## config.mk

```make
export PLATFORM = sky130hd
export DESIGN_NAME = kyber_butterfly
export DESIGN_NICKNAME = d
export VERILOG_FILES = /design/src/rtl/kyber_pkg.sv /design/src/rtl/kyber_modmul.sv /design/src/rtl/kyber_butterfly.sv
export SDC_FILE = /design/constraint.sdc
export NUM_CORES = 2
export LEC_CHECK = 0
export CAP_MARGIN = 25
export CORE_MARGIN = 2
export CORE_UTILIZATION = 50
export DETAILED_ROUTE_END_ITERATION = 7
export GPL_TIMING_DRIVEN = 0
export PLACE_DENSITY = 0.77
export SYNTH_ARGS = -nofsm -noshare
export SYNTH_HDL_FRONTEND = slang
export SYNTH_SLANG_ARGS = --single-unit
```

## constraint.sdc

```tcl
create_clock -name clk -period 13.8 [get_ports clk]
set_clock_uncertainty 0.1 [all_clocks]
set_input_delay 2.76 -clock clk [delete_from_list [all_inputs] [get_ports clk]]
set_output_delay 2.76 -clock clk [all_outputs]
set_load 0.02 [all_outputs]
```

## src/rtl/kyber_pkg.sv

```systemverilog
// Shared constants, coefficient type and modular add/sub helpers for the Kyber datapath.
// The GS halving helper exists only when BUTTERFLY_GS_HALVE_EN is defined.
package kyber_pkg;

  localparam int unsigned Q         = 3329;
  localparam int unsigned DW        = 12;
  localparam int unsigned BARRETT_M = 5039;
  localparam int unsigned BARRETT_K = 24;
  localparam int unsigned MUL_LAT   = 3;

  typedef logic [DW-1:0] coeff_t;

  // Single conditional correction is enough since both operands are below Q.
  function automatic coeff_t mod_add(input coeff_t x, input coeff_t y);
    logic [DW:0] s;
    s = {1'b0, x} + {1'b0, y};
    if (s >= (DW+1)'(Q)) s = s - (DW+1)'(Q);
    return coeff_t'(s);
  endfunction

  // Top bit of the 13-bit difference flags a borrow.
  function automatic coeff_t mod_sub(input coeff_t x, input coeff_t y);
    logic [DW:0] d;
    d = {1'b0, x} - {1'b0, y};
    if (d[DW]) d = d + (DW+1)'(Q);
    return coeff_t'(d);
  endfunction

`ifdef BUTTERFLY_GS_HALVE_EN
  // Multiply by 2^-1 mod Q: odd values are made even by adding Q first.
  function automatic coeff_t mod_half(input coeff_t x);
    logic [DW:0] h;
    h = {1'b0, x} + (x[0] ? (DW+1)'(Q) : (DW+1)'(0));
    return coeff_t'(h >> 1);
  endfunction
`endif

endpackage

```

## src/rtl/kyber_modmul.sv

```systemverilog
// Three-stage Barrett modular multiplier mod Q: product, quotient estimate, final correction.
module kyber_modmul
  import kyber_pkg::*;
(
  input  logic          clk,
  input  logic          rst_n,
  input  logic [DW-1:0] a,
  input  logic [DW-1:0] b,
  output logic [DW-1:0] p
);

  localparam int unsigned PW = 2 * DW;
  localparam int unsigned EW = PW + 13;
  localparam int unsigned RW = DW + 2;

  logic [PW-1:0] prod_q;
  logic [RW-1:0] rem_q;
  logic [EW-1:0] est_full;
  logic [DW-1:0] qhat;
  logic [PW-1:0] rem_full;
  logic [RW-1:0] r1;
  logic [RW-1:0] r2;

  // Estimate undershoots the true quotient by at most 2, so the remainder is below 3Q.
  always_comb begin
    est_full = EW'(prod_q) * EW'(BARRETT_M);
    qhat     = DW'(est_full >> BARRETT_K);
    rem_full = prod_q - PW'(qhat) * PW'(Q);
  end

  always_comb begin
    r1 = rem_q;
    if (rem_q >= RW'(Q)) r1 = rem_q - RW'(Q);
    r2 = r1;
    if (r1 >= RW'(Q)) r2 = r1 - RW'(Q);
  end

  always_ff @(posedge clk or negedge rst_n) begin
    if (!rst_n) begin
      prod_q <= '0;
      rem_q  <= '0;
      p      <= '0;
    end else begin
      prod_q <= PW'(a) * PW'(b);
      rem_q  <= RW'(rem_full);
      p      <= DW'(r2);
    end
  end

endmodule

```

## src/rtl/kyber_butterfly.sv

```systemverilog
// Pipelined CT/GS radix-2 butterfly over Z_3329 with 4-cycle E/O latency and debug taps.
// Optional BUTTERFLY_GS_HALVE_EN scales GS-mode E/O by 2^-1 mod Q on the output mux.
module kyber_butterfly
  import kyber_pkg::*;
(
  input  logic          clk,
  input  logic          rst,
  input  logic          CT,
  input  logic [DW-1:0] A,
  input  logic [DW-1:0] B,
  input  logic [DW-1:0] W,
  output logic [DW-1:0] E,
  output logic [DW-1:0] O,
  output logic [DW-1:0] MUL,
  output logic [DW-1:0] ADD,
  output logic [DW-1:0] SUB
);

  logic [3:0]    ct_d;
  logic [DW-1:0] a_d1, a_d2, a_d3;
  logic [DW-1:0] w_d1;
  logic [DW-1:0] add_gs, sub_gs;
  logic [DW-1:0] add_gs_d1, add_gs_d2, add_gs_d3;
  logic [DW-1:0] add_ct, sub_ct;
  logic [DW-1:0] mul_ct, mul_gs;
  logic [DW-1:0] e_gs, o_gs;

  // Separate CT and GS multipliers so the mode can switch every cycle without contention.
  kyber_modmul u_mul_ct (
    .clk   (clk),
    .rst_n (rst),
    .a     (B),
    .b     (W),
    .p     (mul_ct)
  );

  kyber_modmul u_mul_gs (
    .clk   (clk),
    .rst_n (rst),
    .a     (sub_gs),
    .b     (w_d1),
    .p     (mul_gs)
  );

  always_ff @(posedge clk or negedge rst) begin
    if (!rst) begin
      ct_d      <= '0;
      a_d1      <= '0;
      a_d2      <= '0;
      a_d3      <= '0;
      w_d1      <= '0;
      add_gs    <= '0;
      sub_gs    <= '0;
      add_gs_d1 <= '0;
      add_gs_d2 <= '0;
      add_gs_d3 <= '0;
      add_ct    <= '0;
      sub_ct    <= '0;
    end else begin
      ct_d      <= {ct_d[2:0], CT};
      a_d1      <= A;
      a_d2      <= a_d1;
      a_d3      <= a_d2;
      w_d1      <= W;
      add_gs    <= mod_add(A, B);
      sub_gs    <= mod_sub(A, B);
      add_gs_d1 <= add_gs;
      add_gs_d2 <= add_gs_d1;
      add_gs_d3 <= add_gs_d2;
      add_ct    <= mod_add(a_d3, mul_ct);
      sub_ct    <= mod_sub(a_d3, mul_ct);
    end
  end

  always_comb begin
    e_gs = add_gs_d3;
    o_gs = mul_gs;
`ifdef BUTTERFLY_GS_HALVE_EN
    e_gs = mod_half(add_gs_d3);
    o_gs = mod_half(mul_gs);
`endif
  end

  // ct_d[3] tags the sample at the output stage, ct_d[2] the one leaving the CT multiplier.
  always_comb begin
    E   = ct_d[3] ? add_ct : e_gs;
    O   = ct_d[3] ? sub_ct : o_gs;
    MUL = ct_d[2] ? mul_ct : mul_gs;
    ADD = ct_d[3] ? add_ct : add_gs;
    SUB = ct_d[3] ? sub_ct : sub_gs;
  end

endmodule

```

==> flow_summary.toml <==
[outcome]
status = "complete, no violations"

[global_routing]
grt_max_degree = 129
grt_pass1_vias = 24186
antenna_found_initial = 4
grt_pass1_wl_um = 121600
grt_usage_pct = 22.21
gr-total-overflow = 0

[layout]
nFillCells = 5719
drive_gt1_share_pct = 2.094
most-common-layout-cells = "inv_1 (723), ha_1 (499), fa_1 (475)"
nNetsFinal = 4533
syn_to_final_growth_pct = 8.775
layout_commonest_cell = "inv_1"
num_antenna_cells = 0

[synthesis]
synth_edf_count = 0
async_flop_share_pct = 100.0
synth_compound_area_share_pct = 8.332
synth_top_family_by_area = "adder cells"
synth-simple-area-share_pct = 10.67
synth_mux_area_share_pct = 0.2577
synthesis.area_mm2 = 0.03302
syn_avg_cell_area_um2 = 9.727
ys_types = 75
synth-seq-cells = 236
syn-num-nets = 4408
yosysSeqAreaShare_pct = 17.88
synth_warnings = 0
synth_flop_cell = "dfrtp_1"
synthAdderAreaFrac_pct = 47.70
synth_xor_area_share_pct = 5.956
syn_inst = 3395

[drt]
drt.antenna.violating_nets = 0
wl_per_cell_um = 16.75
route.vias.total = 23216
vias_per_cell = 5.279
drt-total-wl_um = 73660
first_pass_iters = 6
drc = 0
first_iter_violations = 1531

[cts]
cts-resized-gates = 0
tritoncts = "built"
cts.sinks = 236
cts_root_buf = "clkbuf_16"
postCtsSetupRepairBufs = 0
clock_latency_ps = 530
cts-htree-levels = 1
clkTransAtPathRegs_ps = 60
cts_hold_buf = 0
cts_buffer_depth = 3
cts_buffers = 24

[sta]
setup_tns_ps = 0
period_share_pct = 71.08
setup_viol = 0
worst_pin_slew_ps = 853.4
fin_crit_ps = 9809
slew-limit-headroom_pct = 43.11
rsz0062_at_grt = "false"
hold_violations = 0
final_max_slew_viol_count = 0
fmax_mhz = 102.0

[floorplanning]
io_pins = 99
die_w_um = 261.0
initial_core_util_pct = 50.32
num_rows = 94
chipHeight_um = 261.0
core-area_mm2 = 0.06563
die_area_mm2 = 0.06812

[worst_setup_path]
worst_ep_required_time_ps = 14130
reg2reg_depth = 34
worstSetupStartpointType = "flip-flop"
timing.rr.end = "u_mul_gs.rem_q[13]$_DFF_PN0_"
cpMostUsedCell = "fa_1"
critical_path.top_delay_family = "adder cells"
rrSetupSlack_ps = 3990
crit_buf_inv = 5
arrival_ps = 10140
worst-setup-path-type = "flip-flop to flip-flop"
slowest_stage = "fa_1"
crit_fanout = 7
critPathCaptureType = "flip-flop"
reg2reg_from = "u_mul_gs.prod_q[13]$_DFF_PN0_"
max_stage_delay_ps = 660

[placed_design]
place_congestion = 0.9520
hpwl_um = 61800
port_buffers = 98

[flow_run]
cap_violations = 0

[min_path]
whs_endpoint = "a_d2[0]$_DFF_PN0_"
min_from = "a_d1[0]$_DFF_PN0_"
hold_depth = 0
hold_class = "flip-flop to flip-flop"
cell families (layout without fill, tap and decap cells):
family,Yosys count,after routing
fa+ha+maj,974,974
flops,236,236
simple gates,720,720
compound gates,431,431
buf+inv,803,942
mux,8,8
xor+xnor,223,223
area by class of cell:
cell class                      instances  area (um^2)  area share (%)
Inverter                              723         2714           7.555
Clock inverter                         11        152.6          0.4250
Clock buffer                           29        650.6           1.811
Sequential cell                       236         5906           16.44
Tap cell                              864         1081           3.010
Timing Repair Buffer                   99         1013           2.822
Multi-Input combinational cell       2356        24080           67.03
Buffer                                 80        324.1          0.9022
worst max path at each step:
stage,startpoint,cells past startpoint,endpoint
6_report,u_mul_gs.prod_q[13]$_DFF_PN0_,34,u_mul_gs.rem_q[13]$_DFF_PN0_
5_1_grt,u_mul_gs.prod_q[13]$_DFF_PN0_,34,u_mul_gs.rem_q[13]$_DFF_PN0_
4_1_cts,u_mul_gs.prod_q[13]$_DFF_PN0_,34,u_mul_gs.rem_q[13]$_DFF_PN0_
3_5_place_dp,u_mul_gs.prod_q[13]$_DFF_PN0_,34,u_mul_gs.rem_q[13]$_DFF_PN0_
3_3_place_gp,rst,1,u_mul_ct.prod_q[20]$_DFF_PN0_
2_1_floorplan,u_mul_ct.prod_q[12]$_DFF_PN0_,35,u_mul_ct.rem_q[12]$_DFF_PN0_
stage by stage:
step	cells	worst slack (ps)	hold slack, ps	cell area, um^2	util, %
global placement	4357	233.9	231.5	35080	53.46
detailed placement	4358	3943	234.7	35120	53.51
CTS	4398	3906	249.5	35920	54.73
floorplan	3395	5087	231.2	33020	-
global route	4398	3454	252.6	35920	54.73
finish	4398	3991	248.6	35920	54.73
flip-flops by register name (all words and copies together), names as in the netlist, 14 cells and up:
register,cells
u_mul_gs.rem_q,14
u_mul_ct.prod_q,24
u_mul_gs.prod_q,24
u_mul_ct.rem_q,14
synthesized netlist by cell type (5+ instances only):
cell | number | area (um^2)
o211ai_1 | 8 | 60.06
nand3b_1 | 7 | 52.55
nand2_1 | 305 | 1145
nor4_1 | 6 | 37.54
ha_1 | 499 | 6243
xor2_1 | 65 | 569.3
a21o_1 | 44 | 330.3
nor2_1 | 87 | 326.6
o31ai_1 | 11 | 82.58
and3_1 | 17 | 106.4
nand4_1 | 14 | 87.58
nor3_1 | 38 | 190.2
and2_1 | 109 | 681.9
xnor2_1 | 157 | 1375
o21a_1 | 21 | 157.7
inv_1 | 723 | 2714
a211oi_1 | 13 | 97.59
nor2b_1 | 22 | 137.6
or4_1 | 5 | 37.54
o2111ai_1 | 5 | 43.79
nand3_1 | 37 | 185.2
o21bai_1 | 13 | 97.59
clkbuf_1 | 75 | 281.5
fa_1 | 475 | 9509
a211o_1 | 8 | 70.07
a31oi_1 | 14 | 87.58
dfrtp_1 | 236 | 5906
nor3b_1 | 7 | 52.55
a21boi_0 | 10 | 75.07
nand2b_1 | 29 | 181.4
a41oi_1 | 5 | 43.79
or3_1 | 7 | 43.79
or2_2 | 9 | 56.30
a21oi_1 | 102 | 510.5
a2111oi_0 | 9 | 78.83
o21ai_0 | 127 | 635.6
per-layer routing:
metal | up-vias | track usage [%] | part of all wire [%]
li1 | 10967 | - | -
met1 | 11599 | 29.77 | 43
met2 | 525 | 39.22 | 50
met3 | 125 | 1.936 | 4.1
met4 | 0 | 5.114 | 2.5
met5 | - | 0 | 0
Power is left out: the tool's default activity adds up to more than one toggle a clock period on the data nets, which glitch-free logic cannot reach.
